==> src/rtl/audio_asrc_pkg.sv <==
// Shared types for the audio FIR time-division path: issue FSM states,
// default sample widths and the stereo frame layout.
package audio_asrc_pkg;

  localparam int unsigned DW_IN_DEF  = 16;
  localparam int unsigned DW_OUT_DEF = 24;

  typedef enum logic [2:0] {
    ST_IDLE   = 3'd0,
    ST_SEND_L = 3'd1,
    ST_HOLD_L = 3'd2,
    ST_SEND_R = 3'd3,
    ST_HOLD_R = 3'd4
  } issue_state_e;

  typedef struct packed {
    logic [DW_IN_DEF-1:0] left;
    logic [DW_IN_DEF-1:0] right;
  } stereo_frame_t;

endpackage

==> src/rtl/frame_fifo2.sv <==
// Two-entry stereo frame FIFO. A write while full is dropped unless a read
// frees the head entry in the same cycle.
module frame_fifo2
  import audio_asrc_pkg::*;
#(
  parameter type T = stereo_frame_t
) (
  input  logic i_clk,
  input  logic i_rst,
  input  logic i_wr,
  input  T     i_wdata,
  input  logic i_rd,
  output T     o_rdata,
  output logic o_full,
  output logic o_empty
);

  T           r_mem0;
  T           r_mem1;
  logic [1:0] r_count;
  logic       w_push;
  logic       w_pop;

  assign o_full  = (r_count == 2'd2);
  assign o_empty = (r_count == 2'd0);
  assign o_rdata = r_mem0;
  assign w_pop   = i_rd && !o_empty;
  assign w_push  = i_wr && (!o_full || i_rd);

  // r_mem0 is always the head, so a pop shifts the second entry forward.
  always_ff @(posedge i_clk) begin
    if (i_rst) begin
      r_mem0  <= '0;
      r_mem1  <= '0;
      r_count <= '0;
    end else begin
      case ({w_push, w_pop})
        2'b10: begin
          if (r_count == 2'd0) r_mem0 <= i_wdata;
          else                 r_mem1 <= i_wdata;
          r_count <= r_count + 2'd1;
        end
        2'b01: begin
          r_mem0  <= r_mem1;
          r_count <= r_count - 2'd1;
        end
        2'b11: begin
          if (r_count == 2'd1) begin
            r_mem0 <= i_wdata;
          end else begin
            r_mem0 <= r_mem1;
            r_mem1 <= i_wdata;
          end
        end
        default: ;
      endcase
    end
  end

endmodule

==> src/rtl/fir_tdm_scheduler.sv <==
// Shares one FIR between left/right: buffers stereo frames, issues sop/eop
// beat pairs at a throttled rate and reassembles the returned beats.
module fir_tdm_scheduler
  import audio_asrc_pkg::*;
#(
  parameter int unsigned DW_IN     = DW_IN_DEF,
  parameter int unsigned DW_OUT    = DW_OUT_DEF,
  parameter int unsigned GAP       = 2,
  parameter int unsigned SHIFT     = 4,
  parameter int unsigned MAX_OUTST = 2
) (
  input  logic              AMCLK_i,
  input  logic              ARST,
  input  logic [DW_IN-1:0]  APDATA_LEFT_i,
  input  logic [DW_IN-1:0]  APDATA_RIGHT_i,
  input  logic              APDATA_VALID_i,
  output logic [DW_IN-1:0]  ast_sink_data,
  output logic              ast_sink_valid,
  output logic              ast_sink_sop,
  output logic              ast_sink_eop,
  input  logic [DW_OUT-1:0] ast_source_data,
  input  logic              ast_source_valid,
  input  logic              ast_source_sop,
  input  logic              ast_source_eop,
  output logic [DW_OUT-1:0] APDATA_INT_LEFT_o,
  output logic [DW_OUT-1:0] APDATA_INT_RIGHT_o,
  output logic              APDATA_INT_VALID_o,
  output logic              OVF_o,
  output logic              SEQERR_o
);

  typedef struct packed {
    logic [DW_IN-1:0] left;
    logic [DW_IN-1:0] right;
  } frame_t;

  localparam logic [1:0] OUTST_LIM = 2'(MAX_OUTST);
  localparam logic [3:0] HOLD_CYC  = 4'(GAP - 1);

  issue_state_e      r_state;
  issue_state_e      w_next;
  logic [3:0]        r_gap;
  logic [1:0]        r_outst;
  logic              r_got_l;
  logic [DW_OUT-1:0] r_left_hold;
  frame_t            w_wdata;
  frame_t            w_head;
  logic              w_full;
  logic              w_empty;
  logic              w_pop;
  logic              w_dec;
  logic              w_drop;
  logic              w_can_issue;
  logic [DW_OUT-1:0] w_src_shifted;

  assign w_wdata       = {APDATA_LEFT_i, APDATA_RIGHT_i};
  assign w_drop        = APDATA_VALID_i && w_full && !w_pop;
  assign w_can_issue   = !w_empty && (r_outst < OUTST_LIM);
  assign w_pop         = (w_next == ST_SEND_R);
  assign w_dec         = ast_source_valid && ast_source_eop;
  assign w_src_shifted = ast_source_data << SHIFT;

  frame_fifo2 #(.T(frame_t)) u_fifo (
    .i_clk   (AMCLK_i),
    .i_rst   (ARST),
    .i_wr    (APDATA_VALID_i),
    .i_wdata (w_wdata),
    .i_rd    (w_pop),
    .o_rdata (w_head),
    .o_full  (w_full),
    .o_empty (w_empty)
  );

  // The last hold-R cycle decides directly, so IDLE costs no extra cycle.
  always_comb begin
    w_next = r_state;
    case (r_state)
      ST_IDLE:   if (w_can_issue) w_next = ST_SEND_L;
      ST_SEND_L: w_next = (GAP == 1) ? ST_SEND_R : ST_HOLD_L;
      ST_HOLD_L: if (r_gap == 4'd1) w_next = ST_SEND_R;
      ST_SEND_R: begin
        if (GAP == 1) w_next = w_can_issue ? ST_SEND_L : ST_IDLE;
        else          w_next = ST_HOLD_R;
      end
      ST_HOLD_R: if (r_gap == 4'd1) w_next = w_can_issue ? ST_SEND_L : ST_IDLE;
      default:   w_next = ST_IDLE;
    endcase
  end

  // Sink qualifiers are registered from the next state; the pop and outst
  // increment land on the same edge that presents the right-channel beat.
  always_ff @(posedge AMCLK_i) begin
    if (ARST) begin
      r_state        <= ST_IDLE;
      r_gap          <= '0;
      r_outst        <= '0;
      ast_sink_data  <= '0;
      ast_sink_valid <= 1'b0;
      ast_sink_sop   <= 1'b0;
      ast_sink_eop   <= 1'b0;
    end else begin
      r_state        <= w_next;
      ast_sink_valid <= (w_next == ST_SEND_L) || (w_next == ST_SEND_R);
      ast_sink_sop   <= (w_next == ST_SEND_L);
      ast_sink_eop   <= (w_next == ST_SEND_R);
      if (w_next == ST_SEND_L)      ast_sink_data <= w_head.left;
      else if (w_next == ST_SEND_R) ast_sink_data <= w_head.right;
      if ((w_next == ST_SEND_L) || (w_next == ST_SEND_R))
        r_gap <= HOLD_CYC;
      else if ((r_state == ST_HOLD_L) || (r_state == ST_HOLD_R))
        r_gap <= r_gap - 4'd1;
      case ({w_pop, w_dec})
        2'b10:   r_outst <= r_outst + 2'd1;
        2'b01:   if (r_outst != 2'd0) r_outst <= r_outst - 2'd1;
        default: ;
      endcase
    end
  end

  always_ff @(posedge AMCLK_i) begin
    if (ARST) begin
      r_got_l            <= 1'b0;
      r_left_hold        <= '0;
      APDATA_INT_LEFT_o  <= '0;
      APDATA_INT_RIGHT_o <= '0;
      APDATA_INT_VALID_o <= 1'b0;
      OVF_o              <= 1'b0;
      SEQERR_o           <= 1'b0;
    end else begin
      APDATA_INT_VALID_o <= 1'b0;
      if (w_drop) OVF_o <= 1'b1;
      if (ast_source_valid) begin
        if (ast_source_sop && ast_source_eop) begin
          SEQERR_o <= 1'b1;
        end else if (ast_source_sop) begin
          if (r_got_l) SEQERR_o <= 1'b1;
          r_left_hold <= w_src_shifted;
          r_got_l     <= 1'b1;
        end else if (ast_source_eop) begin
          if (r_got_l) begin
            APDATA_INT_LEFT_o  <= r_left_hold;
            APDATA_INT_RIGHT_o <= w_src_shifted;
            APDATA_INT_VALID_o <= 1'b1;
            r_got_l            <= 1'b0;
          end else begin
            SEQERR_o <= 1'b1;
          end
        end
      end
    end
  end

endmodule

==> config.mk <==
export PLATFORM = sky130hd
export DESIGN_NAME = fir_tdm_scheduler
export DESIGN_NICKNAME = d
export VERILOG_FILES = /design/src/rtl/audio_asrc_pkg.sv /design/src/rtl/frame_fifo2.sv /design/src/rtl/fir_tdm_scheduler.sv
export SDC_FILE = /design/constraint.sdc
export NUM_CORES = 1
export LEC_CHECK = 0
export BUFFER_PORTS_ARGS = -buffer_cell sky130_fd_sc_hd__buf_2
export CAP_MARGIN = 20
export CORE_MARGIN = 2
export CORE_UTILIZATION = 35
export CTS_CLUSTER_DIAMETER = 150
export DETAILED_ROUTE_END_ITERATION = 8
export SETUP_SLACK_MARGIN = 0.05
export SLEW_MARGIN = 20
export SYNTH_ARGS = -nofsm -noshare
export SYNTH_HDL_FRONTEND = slang
export SYNTH_SLANG_ARGS = --single-unit
==> constraint.sdc <==
create_clock -name AMCLK_i -period 3.3 [get_ports AMCLK_i]
set_input_delay 0.99 -clock AMCLK_i [delete_from_list [all_inputs] [get_ports AMCLK_i]]
set_output_delay 0.99 -clock AMCLK_i [all_outputs]
set_load 0.02 [all_outputs]
==> impl_results.md <==
* Clock Path Buffers at 2
* Count of routing violations after the opening detailed-route iteration at 252
* Worst endpoint data arrival time at 3.32 ns
* Num rows at 49
* Core area at 18000 um^2
* Most frequent cell on the critical path: ha_1
* Post-Syn Instances at 747
* Required arrival time at the worst endpoint at 3.64 ns
* Launch instance of the worst min-delay path: APDATA_INT_LEFT_o[22]
* Stage delay of the slowest cell on the critical path at 0.40 ns
* Result of the run: completed
* Cell depth of the worst min-delay path at 2
* Number of buffers created by CTS at 17
* Routability cong. at 0.744
* Average cell area after synthesis at 8.58 um^2
* Clk pin slew, worst setup/hold paths at 0.06 ns
* Type of element capturing the critical path: flip-flop
* Sequential element share of the synthesized area at 49.3%
* First-pass GRT wire length at 26600 um
* Net count of the finished layout at 910
* Number of antenna violations at the first check in global routing at 4
* Worst slew pin tran at 0.864 ns
* Worst ir drop on vdd at 439 uV
* Fraction of post-synthesis cell area in the top cell type by area at 49.3%
* Ordered list of cells on the worst path: ha_1, or3b_1, buf_4, or3_1, inv_1, ha_1, nand2b_1, a2111oi_4, buf_12, a221oi_1, nor3_1
* # IOs at 132
* Hold Buf Count CTS at 0
* Cell types with the highest counts after synthesis: nand2_1 (190), dfxtp_1 (158), a21oi_1 (113)
* Drt drc at 0
* Max frequency at 0.336 GHz
* DIE WIDTH at 139 um
* Starting Density at 35.7%
* Number of flops mapped to enable cells by yosys at 0
* Maxcap violations at 0
* Clock sink count at 158
* Finish-stage setup viols at 0
* Leading cell types by total area after synthesis: dfxtp_1 (49%), nand2_1 (11%), a21oi_1 (8.8%), a221oi_2 (7.0%), nor3_1 (3.0%)
* Post-layout instance count excluding filler cells at 1082
* Total GRT Usage at 16.9%
* Chip height at 139 um
* Warnings from Yosys at 0
* Clock tree root buffer cell: clkbuf_16
* Antenna violation net count after detailed routing at 0
* Min-Delay Endpoint: APDATA_INT_LEFT_o[22]
* Ratio of cells with drive above 1 in the final layout at 24.0%
* Flop2flop setup slack at 0.32 ns
* Fin. Hold Viols at 0
* Fin crit share at 90.3%
* DP HPWL at 9970 um
* Setup Total Neg Slack at 0 ns
* Destination of the worst register-to-register timing path: u_fifo.o_rdata[16]
* Via/cell ratio at 4.94
* Area of the die at 19400 um^2
* Async SR Flop Fraction at 0%
* Count leader, synth: nand2_1
* Netlist area before placement at 6410 um^2
* Crit Reg-Reg Startpoint: r_gap[0]
* Yosys top cell by area: dfxtp_1
* Hold Crit Class: flip-flop to flip-flop
* Max_slew headroom at 42.3%
* Clock latency of the later-clocked register in the worst-skew pair at 0.42 ns
* Drt pass-1 iters at 4
* Via count of the routed design at 5350
* Cell with the largest stage delay on the worst path: a2111oi_4
* Area growth syn-to-layout at 20.6%
* Commonest register cell after synthesis: dfxtp_1
* Final routed wire length divided by cell count at 14.9 um
* Sum of overflow across all layers after global routing at 0
* Pins over their slew limit at 0
* Maximum level of the CTS H-tree at 4
* Routed wire length at 16100 um
* Worst setup path class: flip-flop to flip-flop
* Count of filler cells inserted in the layout at 1824
* CTS tree: yes
* Number of global-route vias before repair at 5073
* Worst Skew at 0.00894 ns
* Depth of the worst register-to-register path at 11
* Kind of cell adding the most delay to the critical path: simple AND/OR/NAND/NOR gates
* Critical path startpoint category: flip-flop
* RSZ-0062 raised after global routing: no
* Number of library cell types mapped by synthesis at 43
* Static Leakage at 3.09 nW
* Count of buffers from port buffering at 119
* Placed Cells incl. Taps at 1048
* Time the final worst path needs with I/O delays and setup at 2.98 ns
* Total chip power at 5.74 mW
* Number of register bits inferred by synthesis at 158
* CP Buf/Inv Count at 3
* Pwr Density at 742 nW/um^2
* Largest fanout on the critical path at 32
* Pin count of the biggest net entering global routing at 141
cell usage in the layout, fill, tap and decap left out, drive strengths merged:
cell type  Yosys  routed
a211oi         1       1
nor3          39      39
nor2          49      49
a21oi        113     113
nand2        190     190
or2            3       3
nand3b         1       1
and3           2       2
xnor2          7       7
or3            2       2
inv            9      16
o211a          1       1
a31o           1       1
mux2i         17      17
diode          0       2
and3b          1       1
clkinvlp       0       2
or4            1       1
buf           25     133
clkbuf        43      17
or4b           1       1
nand3          4       4
conb           1       8
a31oi          2       2
o21a           1       1
and2           1       1
o211ai         1       1
nor3b          2       2
or3b           2       2
xor2           2       2
a2111oi        2       2
clkinv         1       7
dfxtp        158     158
nand2b         2       2
a221oi        33      33
ha            10      10
nor4bb         1       1
o31ai         16      16
a21boi         1       1
o21ai          1       1
logic make-up after synthesis:
group	after synthesis	synth area share (%)
AO/OA/AOI/OAI	173	19.5
other	1	0.0585
adder cells (fa/ha/maj)	10	1.95
flip-flops	158	49.3
buffers and inverters	78	5.70
XOR/XNOR	9	1.23
multiplexers	17	2.65
AND/OR/NAND/NOR	301	19.5
per-stage QoR:
step	setup slack, ns	instance area, um^2	hold WS [ns]	util (%)
finish	0.320	7730	0.449	43.0
global route	0.0843	7720	0.469	43.0
CTS	0.137	7720	0.452	43.0
detailed placement	0.197	7170	0.443	39.9
global placement	0.231	7170	0.439	39.9
floorplan	0.205	6440	0.432	-
report_power, final:
| part | internal [mW] | leakage [nW] | switching, mW |
|---|---|---|---|
| Sequential | 2.21 | 1.29 | 0.184 |
| Combinational | 0.557 | 1.53 | 0.939 |
| Clock | 0.988 | 0.270 | 0.861 |
| Total | 3.75 | 3.09 | 1.98 |
worst max-delay path by stage:
stage          startpoint                  to  slack, ns  depth (start not counted)
2_1_floorplan    r_gap[0]   u_fifo.o_rdata[0]       0.21                         11
3_3_place_gp     r_gap[0]  u_fifo.o_rdata[16]       0.23                         10
3_5_place_dp     r_gap[0]  u_fifo.o_rdata[16]       0.20                         10
4_1_cts          r_gap[0]  u_fifo.o_rdata[16]       0.14                         10
5_1_grt          r_gap[0]  u_fifo.o_rdata[26]       0.08                         11
6_report         r_gap[0]  u_fifo.o_rdata[16]       0.32                         11
per-layer routing:
metal / vias to the layer above / track usage (%) / wire, um
li1: 2723 / - / -
met1: 2477 / 23.4 / 7600
met2: 124 / 24.9 / 7210
met3: 22 / 5.64 / 1070
met4: 4 / 5.53 / 204
met5: - / 0 / 24
worst reg2reg max path: stages (launching register included):
cell and delay (ns):
dfxtp_1 0.39, ha_1 0.18, or3b_1 0.37, buf_4 0.18
or3_1 0.37, inv_1 0.09, ha_1 0.20, nand2b_1 0.10
a2111oi_4 0.40, buf_12 0.30, a221oi_1 0.12, nor3_1 0.19
repair_timing:
item,CTS,global route
endpoints found under the setup margin,0,32
gates resized for setup,0,2
setup buffers,0,0
endpoints found under the hold margin,0,0
flip-flops by register name (all words and copies together), names as in the netlist:
signal              cells
r_outst                 2
r_gap                   4
u_fifo.o_rdata         32
r_left_hold            20
APDATA_INT_LEFT_o      20
r_got_l                 1
ast_sink_eop            1
APDATA_INT_RIGHT_o     20
APDATA_INT_VALID_o      1
ast_sink_data          16
u_fifo.r_mem1          32
ast_sink_valid          1
OVF_o                   1
u_fifo.r_count          2
r_state                 3
ast_sink_sop            1
SEQERR_o                1
cell type report:
cell class | instances | area, um^2 | area share [%]
tap | 229 | 287 | 3.71
sequential | 158 | 3160 | 40.9
clock buffer | 17 | 425 | 5.50
antenna | 2 | 5.00 | 0.0648
clock inverter | 15 | 129 | 1.67
multi-input combinational | 518 | 2940 | 38.1
timing repair buffer | 133 | 741 | 9.58
inverter | 10 | 37.5 | 0.486
Note: power is estimated with default switching activity, not from simulation.
